$ cat src/rtl/decode_pkg.sv
// Shared decode constants and the control-word decoder for the ID stage.
// Opcode/funct encodings cover the supported MIPS32 subset only.
package decode_pkg;

    localparam int unsigned XLEN  = 32;
    localparam int unsigned NREGS = 32;

    localparam logic [5:0] OP_RTYPE = 6'h00;
    localparam logic [5:0] OP_J     = 6'h02;
    localparam logic [5:0] OP_BEQ   = 6'h04;
    localparam logic [5:0] OP_ADDI  = 6'h08;
    localparam logic [5:0] OP_LW    = 6'h23;
    localparam logic [5:0] OP_SW    = 6'h2B;

    localparam logic [5:0] F_ADD = 6'h20;
    localparam logic [5:0] F_SUB = 6'h22;
    localparam logic [5:0] F_AND = 6'h24;
    localparam logic [5:0] F_OR  = 6'h25;
    localparam logic [5:0] F_SLT = 6'h2A;

    typedef enum logic [2:0] {
        ALU_ADD = 3'd0,
        ALU_SUB = 3'd1,
        ALU_AND = 3'd2,
        ALU_OR  = 3'd3,
        ALU_SLT = 3'd4
    } alu_op_t;

    typedef struct packed {
        alu_op_t alu_op;
        logic    alu_src;
        logic    mem_read;
        logic    mem_write;
        logic    reg_write;
        logic    mem_to_reg;
        logic    branch;
        logic    jump;
        logic    illegal;
    } ctrl_t;

    function automatic ctrl_t ctrl_none();
        ctrl_t c;
        c            = '0;
        c.alu_op     = ALU_ADD;
        return c;
    endfunction

    // Unsupported opcodes/functs decode with every side-effecting control cleared.
    function automatic ctrl_t decode_ctrl(input logic [5:0] op, input logic [5:0] funct);
        ctrl_t c;
        c = ctrl_none();
        case (op)
            OP_RTYPE: begin
                c.reg_write = 1'b1;
                case (funct)
                    F_ADD:   c.alu_op = ALU_ADD;
                    F_SUB:   c.alu_op = ALU_SUB;
                    F_AND:   c.alu_op = ALU_AND;
                    F_OR:    c.alu_op = ALU_OR;
                    F_SLT:   c.alu_op = ALU_SLT;
                    default: begin
                        c.reg_write = 1'b0;
                        c.illegal   = 1'b1;
                    end
                endcase
            end
            OP_ADDI: begin
                c.alu_src   = 1'b1;
                c.reg_write = 1'b1;
            end
            OP_LW: begin
                c.alu_src    = 1'b1;
                c.mem_read   = 1'b1;
                c.mem_to_reg = 1'b1;
                c.reg_write  = 1'b1;
            end
            OP_SW: begin
                c.alu_src   = 1'b1;
                c.mem_write = 1'b1;
            end
            OP_BEQ: begin
                c.alu_op = ALU_SUB;
                c.branch = 1'b1;
            end
            OP_J:    c.jump    = 1'b1;
            default: c.illegal = 1'b1;
        endcase
        return c;
    endfunction

endpackage

$ cat src/rtl/decode_stage_reg_file.sv
// 32x32 register file: two async read ports with write-through bypass, one sync write port.
// Register $0 is never written and always reads zero.
module reg_file
    import decode_pkg::*;
#(
    parameter int unsigned DW = XLEN,
    parameter int unsigned NR = NREGS
) (
    input  logic          clk,
    input  logic          reset,
    input  logic [4:0]    rs_addr,
    input  logic [4:0]    rt_addr,
    output logic [DW-1:0] rs_data,
    output logic [DW-1:0] rt_data,
    input  logic          wb_en,
    input  logic [4:0]    wb_addr,
    input  logic [DW-1:0] wb_data
);

    logic [DW-1:0] r_regs [NR];
    logic          w_wr;

    assign w_wr = wb_en && (wb_addr != '0);

    always_ff @(posedge clk or posedge reset) begin
        if (reset) begin
            for (int unsigned i = 0; i < NR; i++) begin
                r_regs[i] <= '0;
            end
        end else if (w_wr) begin
            r_regs[wb_addr] <= wb_data;
        end
    end

    always_comb begin
        rs_data = r_regs[rs_addr];
        if (rs_addr == '0)
            rs_data = '0;
        else if (w_wr && (wb_addr == rs_addr))
            rs_data = wb_data;
    end

    always_comb begin
        rt_data = r_regs[rt_addr];
        if (rt_addr == '0)
            rt_data = '0;
        else if (w_wr && (wb_addr == rt_addr))
            rt_data = wb_data;
    end

endmodule

$ cat src/rtl/decode_stage.sv
// Instruction-decode stage: register-file read, control decode and the ID/EX output register.
// Edge priority: reset > flush > stall > load.
module decode_stage
    import decode_pkg::*;
#(
    parameter int unsigned          XLEN     = decode_pkg::XLEN,
    parameter int unsigned          NREGS    = decode_pkg::NREGS,
    parameter logic [XLEN-1:0]      RESET_PC = '0
) (
    input  logic            clk,
    input  logic            reset,
    input  logic            if_valid,
    input  logic [XLEN-1:0] if_instruction,
    input  logic [XLEN-1:0] if_pc_next,
    input  logic            stall,
    input  logic            flush,
    input  logic            wb_en,
    input  logic [4:0]      wb_addr,
    input  logic [XLEN-1:0] wb_data,
    output logic            id_valid,
    output logic [XLEN-1:0] id_pc_next,
    output logic [XLEN-1:0] id_rs_data,
    output logic [XLEN-1:0] id_rt_data,
    output logic [XLEN-1:0] id_imm,
    output logic [4:0]      id_rs,
    output logic [4:0]      id_rt,
    output logic [4:0]      id_dest,
    output logic [2:0]      id_alu_op,
    output logic            id_alu_src,
    output logic            id_mem_read,
    output logic            id_mem_write,
    output logic            id_reg_write,
    output logic            id_mem_to_reg,
    output logic            id_branch,
    output logic            id_jump,
    output logic [XLEN-1:0] id_jump_target,
    output logic            id_illegal
);

    logic [5:0]      w_op;
    logic [5:0]      w_funct;
    logic [4:0]      w_rs;
    logic [4:0]      w_rt;
    logic [4:0]      w_rd;
    logic [4:0]      w_dest;
    logic [XLEN-1:0] w_imm;
    logic [XLEN-1:0] w_jt;
    logic [XLEN-1:0] w_rs_data;
    logic [XLEN-1:0] w_rt_data;
    ctrl_t           w_ctrl;

    assign w_op    = if_instruction[31:26];
    assign w_rs    = if_instruction[25:21];
    assign w_rt    = if_instruction[20:16];
    assign w_rd    = if_instruction[15:11];
    assign w_funct = if_instruction[5:0];
    assign w_dest  = (w_op == OP_RTYPE) ? w_rd : w_rt;
    assign w_imm   = {{(XLEN-16){if_instruction[15]}}, if_instruction[15:0]};
    assign w_jt    = {if_pc_next[XLEN-1:XLEN-4], if_instruction[25:0], 2'b00};

    // A not-valid slot loads as a bubble so downstream never sees stray controls.
    always_comb begin
        w_ctrl = ctrl_none();
        if (if_valid)
            w_ctrl = decode_ctrl(w_op, w_funct);
    end

    reg_file #(
        .DW (XLEN),
        .NR (NREGS)
    ) u_reg_file (
        .clk     (clk),
        .reset   (reset),
        .rs_addr (w_rs),
        .rt_addr (w_rt),
        .rs_data (w_rs_data),
        .rt_data (w_rt_data),
        .wb_en   (wb_en),
        .wb_addr (wb_addr),
        .wb_data (wb_data)
    );

    always_ff @(posedge clk or posedge reset) begin
        if (reset) begin
            id_valid       <= 1'b0;
            id_pc_next     <= RESET_PC;
            id_rs_data     <= '0;
            id_rt_data     <= '0;
            id_imm         <= '0;
            id_rs          <= '0;
            id_rt          <= '0;
            id_dest        <= '0;
            id_alu_op      <= '0;
            id_alu_src     <= 1'b0;
            id_mem_read    <= 1'b0;
            id_mem_write   <= 1'b0;
            id_reg_write   <= 1'b0;
            id_mem_to_reg  <= 1'b0;
            id_branch      <= 1'b0;
            id_jump        <= 1'b0;
            id_jump_target <= '0;
            id_illegal     <= 1'b0;
        end else if (flush) begin
            // Data fields are left untouched; only the controls make the bubble.
            id_valid      <= 1'b0;
            id_alu_op     <= '0;
            id_alu_src    <= 1'b0;
            id_mem_read   <= 1'b0;
            id_mem_write  <= 1'b0;
            id_reg_write  <= 1'b0;
            id_mem_to_reg <= 1'b0;
            id_branch     <= 1'b0;
            id_jump       <= 1'b0;
            id_illegal    <= 1'b0;
        end else if (!stall) begin
            id_valid       <= if_valid;
            id_pc_next     <= if_pc_next;
            id_rs_data     <= w_rs_data;
            id_rt_data     <= w_rt_data;
            id_imm         <= w_imm;
            id_rs          <= w_rs;
            id_rt          <= w_rt;
            id_dest        <= w_dest;
            id_alu_op      <= w_ctrl.alu_op;
            id_alu_src     <= w_ctrl.alu_src;
            id_mem_read    <= w_ctrl.mem_read;
            id_mem_write   <= w_ctrl.mem_write;
            id_reg_write   <= w_ctrl.reg_write;
            id_mem_to_reg  <= w_ctrl.mem_to_reg;
            id_branch      <= w_ctrl.branch;
            id_jump        <= w_ctrl.jump;
            id_jump_target <= w_jt;
            id_illegal     <= w_ctrl.illegal;
        end
    end

endmodule

$ cat config.mk
export PLATFORM = sky130hd
export DESIGN_NAME = decode_stage
export DESIGN_NICKNAME = d
export VERILOG_FILES = /design/src/rtl/decode_pkg.sv /design/src/rtl/decode_stage_reg_file.sv /design/src/rtl/decode_stage.sv
export SDC_FILE = /design/constraint.sdc
export NUM_CORES = 2
export LEC_CHECK = 0
export ABC_AREA = 1
export CORE_MARGIN = 3
export CORE_UTILIZATION = 50
export CTS_BUF_LIST = sky130_fd_sc_hd__clkbuf_16
export DETAILED_ROUTE_END_ITERATION = 16
export GPL_ROUTABILITY_DRIVEN = 0
export HOLD_SLACK_MARGIN = 0.06
export PLACE_DENSITY = 0.72
export SKIP_CTS_REPAIR_TIMING = 1
export SLEW_MARGIN = 10
export SYNTH_ARGS = -nofsm -noshare
export SYNTH_HDL_FRONTEND = slang
export SYNTH_SLANG_ARGS = --single-unit
export TNS_END_PERCENT = 5
$ cat constraint.sdc
create_clock -name clk -period 49.2 [get_ports clk]
set_clock_uncertainty 0.1 [all_clocks]
set_input_delay 12.3 -clock clk [delete_from_list [all_inputs] [get_ports clk]]
set_output_delay 12.3 -clock clk [all_outputs]
set_load 0.005 [all_outputs]
==> results.md <==
- Netlist cell types: 31
- Synth Area per Inst: 6.81 µm²
- Later-pin clock latency in the skew report: 0.77 ns
- # rows: 131
- Worst R2R Path Depth: 10
- Seq/Total Area, Yosys: 44.8%
- Fmax: 62.1 MHz
- Most flops, register: u_reg_file.r_regs
- Power per cell area: 38.9 mW/mm²
- Vias in the first global route: 60.2k
- Die W: 366 µm
- Synth Area in Adders: 0%
- GR Util All Layers: 35.7%
- Post-Route WL: 245 mm
- Worst-margin pin slew: 1.27 ns
- Cells after synthesis: 9538
- Slowest cell on crit path: buf_4
- Cts bufs inserted: 130
- Hold Vio Cnt, Final: 0
- Synth Area in Compound Gates: 11.3%
- Ranking of synthesized cells by area: dfrtp_1 45%, nand2_1 21%, nand3_1 9.9%, o21ai_0 6.6%, inv_1 4.8%
- Vias: 65.6k
- Max incr delay on CP: 0.94 ns
- Crit Path Class: in2reg
- Cells along the critical path: buf_8 -> buf_4 -> buf_4 -> buf_4 -> o21ai_0 -> nand2_1 -> nand3_1 -> nor2_1 -> nand2_1 -> nand2_1 -> nand2_1 -> nand2_1 -> nand2_1
- Post-synthesis cell area: 0.0649 mm²
- Worst Hold Depth: 0
- Share of the synthesized area in the top cell type: 44.8%
- Post-DRT Antenna Nets: 0
- PortBufs: 291
- Finished layout cell area: 0.0715 mm²
- Area of the multi-input gates: 0.0294 mm²
- Status: finished clean
- Fin Setup TNS: 0 ns
- Drt first pass iters: 9
- Slew Limit Fails: 0
- Mux share of post-synthesis cell area: 0%
- Max-cap violations: 0
- Core ar.: 0.128 mm²
- Initial DRC Count: 10.2k
- Slew margin rel.: 15.1%
- Residual DRC: 0
- Starting Density: 50.7%
- FF+latch count, synth: 1162
- Yosys top cell by area: dfrtp_1
- Min-Delay Path Class: reg2reg
- Post-synthesis simple-gate area fraction: 33.6%
- CTS tree: done
- Max reg flops: 1024
- Register area: 0.0291 mm²
- Crit path DAT: 16.66 ns
- H-tree depth: 4
- First-pass GRT wire length: 370 mm
- Via density: 5.91
- Area growth syn-to-layout: 10.1%
- Xor and xnor fraction of the mapped netlist area: 0.108%
- CTS Sinks: 1162
- Avg WL per Cell: 22.1 µm
- Critical R2R Capture: id_rs_data[2]$_DFFE_PP0P_
- Pin count of the biggest net entering global routing: 187
- Hold path start: u_reg_file.r_regs[1008]$_DFFE_PP0P_
- Min cycle time layout: 16.09 ns
- Final #Nets: 9381
- Leak: 35.5 nW
- Share of layout cells above drive strength 1: 3.97%
- Main combinational cell family by area after synthesis: simple AND/OR/NAND/NOR gates
- Synth warn: 0
- GRT Residual Overflow: 0
- Total power: 2.78 mW
- CTS root buf: clkbuf_16
- Area after DPL: 0.0675 mm²
- CP most frequent cell: nand2_1
- Worst setup EP type: register
- Required time of the critical path: 49.76 ns
- Largest registers: u_reg_file.r_regs (1024), id_rs_data (32), id_rt_data (32)
- Die Ht: 366 µm
- Max FO, Critical Path: 123
- RSZ-0062 raised after global routing: false
- I/O pin total: 294
- Clock slew at the register clock pins of the worst setup and hold paths: 0.06 ns
- Worst VDD drop: 0.0355 mV
- Total die area: 0.134 mm²
- CP Launch Type: primary input
- Tcrit/Tclk final: 32.7%
- Reg-to-reg slack, setup: 47.27 ns
- Deepest clock path buffer count: 3
- DP HPWL: 129 mm
- Initial antenna violation count: 8
- Setup violators final: 0
- Fillers: 12.0k
- Worst r2r src: u_reg_file.r_regs[578]$_DFFE_PP0P_
- Worst Hold Path EP: u_reg_file.r_regs[1008]$_DFFE_PP0P_
-- Yosys cell counts (all sizes together) --
cell	n
nand2	3653
nand3	1286
dfrtp	1162
o21ai	1116
inv	835
clkbuf	610
nor2	399
a21oi	179
buf	178
o211ai	90
nor3	9
xnor2	6
clkinv	5
nand4	4
xor2	2
a22o	1
a31oi	1
conb	1
nor4	1
-- per-stage QoR --
step,utilization [%],hold WS [ns],worst slack (ns),instances
global placement,52.7,0.265,32.38,10900
CTS,55.8,0.278,33.13,11100
detailed placement,52.7,0.266,32.33,10900
finish,55.8,0.276,33.11,11100
floorplan,-,0.329,4.07,9539
global route,55.8,0.282,32.69,11100
-- per-layer routing --
metal  GRT usage (%)  vias to the layer above  wire, µm
met2            51.8                     4671    102000
met3            11.2                      782     37400
met1            49.1                    30700     94500
li1                -                    29500         -
met4            15.7                        6     11400
met5               0                        -        49
-- cells by family after synthesis --
group | after synthesis
AO/OA/AOI/OAI | 1387
XOR/XNOR | 8
buffers and inverters | 1628
other | 1
AND/OR/NAND/NOR | 5352
flip-flops | 1162
-- where the power goes --
group          switching [mW]  total [mW]  internal (mW)  leakage [nW]
registers               0.112        1.24           1.13          14.7
logic                   0.379       0.599          0.220          18.7
clock network           0.406       0.939          0.533          2.05
total                   0.897        2.78           1.89          35.5
-- worst max-delay path, delay by kind of cell --
family	cells	cell delay, ns
simple gates	8	0.79
buf+inv	4	3.16
compound gates	1	0.21
-- placed cells by master, fill, tap and decap left out, types with 18 or more instances in the layout --
| cell | Yosys | routed |
|---|---|---|
| nand3_1 | 1285 | 1285 |
| nand2_1 | 3639 | 3625 |
| buf_4 | 49 | 100 |
| clkbuf_16 | 0 | 136 |
| o21ai_1 | 221 | 221 |
| clkinv_1 | 5 | 34 |
| o21ai_0 | 859 | 859 |
| clkdlybuf4s50_1 | 0 | 281 |
| nand2_2 | 6 | 18 |
| a21oi_1 | 179 | 178 |
| nor2_1 | 393 | 388 |
| o21ai_2 | 36 | 36 |
| dfrtp_1 | 1162 | 1162 |
| o211ai_1 | 90 | 90 |
| inv_1 | 829 | 849 |
| clkinv_2 | 0 | 19 |
-- worst max path at each step --
stage / startpoint / to / slack, ns / depth (start not counted)
global route: reset / u_reg_file.r_regs[514]$_DFFE_PP0P_ / 32.69 / 6
detailed placement: reset / u_reg_file.r_regs[709]$_DFFE_PP0P_ / 32.33 / 6
CTS: reset / u_reg_file.r_regs[707]$_DFFE_PP0P_ / 33.13 / 6
finish: if_instruction[21] / id_rs_data[11]$_DFFE_PP0P_ / 33.11 / 13
floorplan: reset / id_alu_op[0]$_DFFE_PP0P_ / 4.07 / 1
global placement: reset / u_reg_file.r_regs[229]$_DFFE_PP0P_ / 32.38 / 6
-- layout make-up --
class	count	area share (%)
Inverter	840	4.47
Multi-Input combinational cell	6749	41.1
Tap cell	1729	3.03
Clock inverter	89	0.812
Antenna cell	2	0.00700
Sequential cell	1162	40.7
Timing Repair Buffer	391	5.19
Clock buffer	136	4.76
(Power assumes the default switching activity.)
